[src/rtl/rx_seq_pkg.sv]
// Shared constants, column classification type and small helpers for the
// XGMII Sequence ordered-set detector.
package rx_seq_pkg;

  localparam logic [7:0] SEQ_CHAR = 8'h9C;
  localparam logic [7:0] LF_CODE  = 8'h01;
  localparam logic [7:0] RF_CODE  = 8'h02;

  typedef enum logic [1:0] {
    NONE    = 2'd0,
    LOCAL   = 2'd1,
    REMOTE  = 2'd2,
    UNKNOWN = 2'd3
  } col_class_t;

  // A column that carries a Local or Remote Fault ordered set.
  function automatic logic is_fault(input col_class_t cls);
    return (cls == LOCAL) || (cls == REMOTE);
  endfunction

  // Number of the two columns (0, 1 or 2) that match the given class.
  function automatic logic [1:0] col_count(input col_class_t lo,
                                           input col_class_t hi,
                                           input col_class_t kind);
    return {1'b0, (lo == kind)} + {1'b0, (hi == kind)};
  endfunction

endpackage

[src/rtl/rx_seq_col_decode.sv]
// Combinational classifier for one 4-lane XGMII column.
// Lane 0 of the column is col_data[7:0] with control flag col_ctrl[0].
module rx_seq_col_decode
  import rx_seq_pkg::*;
(
  input  logic [31:0] col_data,
  input  logic [3:0]  col_ctrl,
  output col_class_t  col_class
);

  logic is_seq_s;

  // A Sequence column: control 9C in the first lane, data zeros in the next two.
  always_comb begin
    is_seq_s = 1'b0;
    if ((col_ctrl == 4'b0001) &&
        (col_data[7:0] == SEQ_CHAR) &&
        (col_data[15:8] == 8'h00) &&
        (col_data[23:16] == 8'h00)) begin
      is_seq_s = 1'b1;
    end else begin
      is_seq_s = 1'b0;
    end
  end

  // Classify a Sequence column by its last lane; anything else is NONE.
  always_comb begin
    col_class = NONE;
    if (is_seq_s) begin
      case (col_data[31:24])
        LF_CODE: col_class = LOCAL;
        RF_CODE: col_class = REMOTE;
        default: col_class = UNKNOWN;
      endcase
    end else begin
      col_class = NONE;
    end
  end

endmodule

[src/rtl/rx_seq_detect.sv]
// XGMII Sequence ordered-set detector: input register stage, two column
// classifiers, lane-4-wins priority merge into registered fault indications,
// saturating statistics and a sticky fault flag.
module rx_seq_detect
  import rx_seq_pkg::*;
#(
  parameter int CNT_W = 16
) (
  input  logic             rxclk,
  input  logic             reset,
  input  logic [63:0]      rxd_in,
  input  logic [7:0]       rxc_in,
  input  logic             cfg_enable,
  input  logic             stat_clear,
  output logic             local_fault,
  output logic             remote_fault,
  output logic             seq_unknown,
  output logic [CNT_W-1:0] lf_count,
  output logic [CNT_W-1:0] rf_count,
  output logic [CNT_W-1:0] unk_count,
  output logic             sticky_fault
);

  logic [63:0]      rxd_r;
  logic [7:0]       rxc_r;
  col_class_t       lo_class_s;
  col_class_t       hi_class_s;
  col_class_t       fault_class_s;
  logic             local_fault_s;
  logic             remote_fault_s;
  logic             seq_unknown_s;
  logic             sticky_fault_s;
  logic [CNT_W-1:0] lf_count_s;
  logic [CNT_W-1:0] rf_count_s;
  logic [CNT_W-1:0] unk_count_s;
  logic             local_fault_r;
  logic             remote_fault_r;
  logic             seq_unknown_r;
  logic             sticky_fault_r;
  logic [CNT_W-1:0] lf_count_r;
  logic [CNT_W-1:0] rf_count_r;
  logic [CNT_W-1:0] unk_count_r;

  // Add 0..2 to a counter, sticking at all-ones instead of wrapping.
  function automatic logic [CNT_W-1:0] sat_add(input logic [CNT_W-1:0] cnt,
                                               input logic [1:0]       inc);
    logic [CNT_W:0] sum;
    sum = {1'b0, cnt} + {{(CNT_W-1){1'b0}}, inc};
    if (sum[CNT_W]) begin
      return {CNT_W{1'b1}};
    end else begin
      return sum[CNT_W-1:0];
    end
  endfunction

  // Stage 1: capture the raw XGMII column pair; runs regardless of cfg_enable.
  always_ff @(posedge rxclk) begin
    if (reset) begin
      rxd_r <= 64'h0;
      rxc_r <= 8'h00;
    end else begin
      rxd_r <= rxd_in;
      rxc_r <= rxc_in;
    end
  end

  rx_seq_col_decode u_col_lo (
    .col_data  (rxd_r[31:0]),
    .col_ctrl  (rxc_r[3:0]),
    .col_class (lo_class_s)
  );

  rx_seq_col_decode u_col_hi (
    .col_data  (rxd_r[63:32]),
    .col_ctrl  (rxc_r[7:4]),
    .col_class (hi_class_s)
  );

  // Priority merge: the lane-4 column is later in time, so it wins a conflict.
  always_comb begin
    fault_class_s = NONE;
    if (is_fault(hi_class_s)) begin
      fault_class_s = hi_class_s;
    end else if (is_fault(lo_class_s)) begin
      fault_class_s = lo_class_s;
    end else begin
      fault_class_s = NONE;
    end
  end

  // Next values of the indications, counters and sticky flag.
  always_comb begin
    local_fault_s  = cfg_enable && (fault_class_s == LOCAL);
    remote_fault_s = cfg_enable && (fault_class_s == REMOTE);
    seq_unknown_s  = cfg_enable && ((lo_class_s == UNKNOWN) || (hi_class_s == UNKNOWN));
    lf_count_s     = lf_count_r;
    rf_count_s     = rf_count_r;
    unk_count_s    = unk_count_r;
    sticky_fault_s = sticky_fault_r;
    if (stat_clear) begin
      // Clear beats any event decoded in the same cycle.
      lf_count_s     = {CNT_W{1'b0}};
      rf_count_s     = {CNT_W{1'b0}};
      unk_count_s    = {CNT_W{1'b0}};
      sticky_fault_s = 1'b0;
    end else if (cfg_enable) begin
      // Both columns count, even when only one drives the indication.
      lf_count_s     = sat_add(lf_count_r,  col_count(lo_class_s, hi_class_s, LOCAL));
      rf_count_s     = sat_add(rf_count_r,  col_count(lo_class_s, hi_class_s, REMOTE));
      unk_count_s    = sat_add(unk_count_r, col_count(lo_class_s, hi_class_s, UNKNOWN));
      sticky_fault_s = sticky_fault_r | is_fault(lo_class_s) | is_fault(hi_class_s);
    end else begin
      lf_count_s     = lf_count_r;
      rf_count_s     = rf_count_r;
      unk_count_s    = unk_count_r;
      sticky_fault_s = sticky_fault_r;
    end
  end

  // Stage 2: register indications and statistics.
  always_ff @(posedge rxclk) begin
    if (reset) begin
      local_fault_r  <= 1'b0;
      remote_fault_r <= 1'b0;
      seq_unknown_r  <= 1'b0;
      sticky_fault_r <= 1'b0;
      lf_count_r     <= {CNT_W{1'b0}};
      rf_count_r     <= {CNT_W{1'b0}};
      unk_count_r    <= {CNT_W{1'b0}};
    end else begin
      local_fault_r  <= local_fault_s;
      remote_fault_r <= remote_fault_s;
      seq_unknown_r  <= seq_unknown_s;
      sticky_fault_r <= sticky_fault_s;
      lf_count_r     <= lf_count_s;
      rf_count_r     <= rf_count_s;
      unk_count_r    <= unk_count_s;
    end
  end

  assign local_fault  = local_fault_r;
  assign remote_fault = remote_fault_r;
  assign seq_unknown  = seq_unknown_r;
  assign sticky_fault = sticky_fault_r;
  assign lf_count     = lf_count_r;
  assign rf_count     = rf_count_r;
  assign unk_count    = unk_count_r;

endmodule

[config.mk]
export PLATFORM = sky130hd
export DESIGN_NAME = rx_seq_detect
export DESIGN_NICKNAME = d
export VERILOG_FILES = /design/src/rtl/rx_seq_pkg.sv /design/src/rtl/rx_seq_col_decode.sv /design/src/rtl/rx_seq_detect.sv
export SDC_FILE = /design/constraint.sdc
export NUM_CORES = 1
export LEC_CHECK = 0
export CAP_MARGIN = 20
export CORE_ASPECT_RATIO = 1.4
export CORE_UTILIZATION = 52
export DETAILED_ROUTE_END_ITERATION = 8
export GPL_TIMING_DRIVEN = 1
export PLACE_DENSITY = 0.85
export SLEW_MARGIN = 10
export SYNTH_ARGS = -nofsm -noshare
export SYNTH_HDL_FRONTEND = slang
export SYNTH_SLANG_ARGS = --single-unit
[constraint.sdc]
create_clock -name rxclk -period 5 [get_ports rxclk]
set_input_delay 1 -clock rxclk [delete_from_list [all_inputs] [get_ports rxclk]]
set_output_delay 1 -clock rxclk [all_outputs]
set_load 0.02 [all_outputs]
==> results.toml <==
[floorplan]
coreArea_mm2 = 0.009080
row_count = 41
initial_core_util = 0.5391
die_y_um = 116.8
dieWidth_um = 84.00
io_pins = 128
die-area_mm2 = 0.009810

[power_and_ir_drop]
power_leakage_nw = 2.501
peakVddDrop_mv = 0.2582
power_density_mw_per_mm2 = 336.3

[yosys]
synth_most_common_cell = "dfxtp_1"
synthTopCellsByCount = "124 x dfxtp_1, 74 x nor2b_1, 33 x a21oi_1"
avgSynthCellArea_um2 = 10.24
synth_edf_count = 0
syn_nets = 567
synth_ff_type = "dfxtp_1"
ys_seq_area_frac = 0.5072
synth_top_area_frac = 0.5072
syn_inst = 478
synth_area_mm2 = 0.004895
ys_top_cells_by_area = "dfxtp_1 51%, nor2b_1 9.5%, a21oi_1 3.4%, xnor2_1 2.7%, xor2_1 2.7%"
ys_types = 48
ys.warnings.count = 0
synth_largest_area_cell = "dfxtp_1"
synth-seq-cells = 124
synthArstFlopShare = 0

[finish]
fin_area_mm2 = 0.006743
drive_above_1_share = 0.09238
multi_input_area_mm2 = 0.002272
antenna_cells = 0
filler_cell_count = 636
fin_nets = 694
syn_to_final_growth_pct = 37.76
register_area_mm2 = 0.002482

[sta]
setup_viol = 0
final_max_slew_viol_count = 0
period_minus_slack_ns = 3.319
relSlewSlack = 0.4284
hold_viol = 0
finClkSkew_ns = 0.008458
setup-tns-final_ns = 0
worstMarginPinSlew_ns = 0.8547
min_period_over_period = 0.6639
max_freq_mhz = 301.3
rsz0062_at_grt = "false"

[routing]
drtIter0Drc = 237
vias_per_cell = 5.482
wire_per_inst_um = 14.28
firstDrtPassIters = 6
drc_errors = 18
totalWireLength_mm = 10.34
vias = 3969
ant_nets = 0

[worst_hold_path]
min_path_cells = 2
hold_end = "sticky_fault"
hold_path.startpoint = "sticky_fault"
hold_path.class = "reg -> reg"

[cts]
cts.root.buffer_cell = "clkbuf_16"
cts_tree = "built"
cts_resized = 0
htree_levels = 4
path_clk_slew_ns = 0.06
clock_latency_ns = 0.41
clockBufferDepth = 2
holdBufCountCts = 0
cts.sinks = 124
postCtsSetupBuffers = 0
cts_buffers = 17

[grt]
grt_pass1_wl_mm = 17.35
global_route.overflow_total = 0
grt_pass1_vias = 3934
grt_max_degree = 76
track_usage = 0.2228
antenna_found_initial = 0

[flow_run]
drv_cap = 0

[setup_path]
critPathKind = "reg -> reg"
reg2reg_slack_ns = 1.68
worstPathArrival_ns = 3.65
reg2reg_to = "lf_count[13]"
reg2regPathDepth = 11
startpoint_type = "flop"
cp-end-kind = "flop"
r2r_start = "rxc_r[6]"
cp_max_fo = 11
crit_required_ns = 5.33

[placed_design]
io_buffers = 127
dp.final_hpwl_mm = 7.346
placed_cell_area_mm2 = 0.006192
gp_congestion = 0.8531

[outcome]
violations = "design-rule violations"
status = "finished with violations"
==> how the worst max path moves through the flow <==
stage                           from      endpoint  slack [ns]
after floorplan             rxc_r[2]   rf_count[8]        2.41
after global placement    cfg_enable  lf_count[13]        1.71
after detailed placement  cfg_enable  lf_count[13]        1.55
after CTS                   rxc_r[6]  lf_count[13]        1.68
after global routing        rxc_r[6]   lf_count[4]        1.32
final                       rxc_r[6]  lf_count[13]        1.68
==> kinds of logic (layout without fill, tap and decap cells) <==
logic type / count (synthesis) / in the layout / share of synthesized area
xor+xnor: 30 / 30 / 0.05368
flops: 124 / 124 / 0.5072
simple gates: 220 / 220 / 0.2924
buf+inv: 28 / 167 / 0.02863
fa+ha+maj: 13 / 13 / 0.03783
compound gates: 62 / 62 / 0.07822
mux: 1 / 1 / 0.002045
==> layer usage <==
metal  share of wire  global-route usage  wire (µm)  vias up
li1                -                   -          -     1950
met1            0.40              0.2399       4145     1847
met2            0.52              0.4055       5396      153
met3           0.056             0.06101        578       19
met4           0.021              0.1103        221        0
met5               0                   0          0        -
==> placed cells by master, fill, tap and decap left out, types with 4 or more instances in the layout <==
master and count:
nand2_1 19, and3_1 8, nor2b_1 74, nor4_1 12, a21oi_1 33, dfxtp_1 124, inv_1 8, o221a_2 4
clkinv_4 5, xor2_1 15, nor4b_1 6, nand2b_1 5, clkbuf_16 17, nor3_1 12, nand4_1 18, nor2_1 16
o21ai_0 7, clkdlybuf4s50_1 126, a31oi_1 6, and4_1 8, nand3_1 18, ha_1 10, xnor2_1 15
==> report_power, final <==
| group | switching [mW] | internal, mW |
|---|---|---|
| combinational | 0.0394 | 0.0764 |
| clock | 0.437 | 0.683 |
| sequential | 0.0106 | 1.02 |
==> state kept, by name, indices dropped and copies added, names as in the netlist <==
| signal | flops |
|---|---|
| rxd_r | 64 |
| seq_unknown | 1 |
| lf_count | 16 |
| rf_count | 16 |
| sticky_fault | 1 |
| local_fault | 1 |
| remote_fault | 1 |
| unk_count | 16 |
| rxc_r | 8 |
==> worst max-delay path, stage by stage, from the launching register on <==
cell and delay (ns):
dfxtp_1 0.30, nor4b_1 0.37, nand4_1 0.17, or2_2 0.33
nor2_1 0.16, ha_1 0.19, fa_1 0.22, ha_1 0.22
nand4_1 0.16, nor4_2 0.34, nand4_1 0.50, a21oi_1 0.28
==> stage by stage <==
stage / hold slack, ns / setup WS [ns] / std cells / power [mW] / utilization
after floorplan: 0.5696 / 2.408 / 478 / 1.100 / -
after global placement: 0.4830 / 1.706 / 693 / 1.165 / 0.6820
after detailed placement: 0.4846 / 1.550 / 693 / 1.170 / 0.6820
after CTS: 0.5006 / 1.682 / 724 / 2.288 / 0.7426
after global routing: 0.5725 / 1.318 / 724 / 2.346 / 0.7426
final: 0.4997 / 1.681 / 724 / 2.267 / 0.7426
==> cell type report <==
type	instances	share of cell area
clock buffer	18	0.06365
timing repair buffer	128	0.1889
multi-input combinational	326	0.3370
inverter	8	0.004454
tap	107	0.01986
sequential	124	0.3682
clock inverter	13	0.01800
No activity file was read; power rests on OpenSTA's default activity.
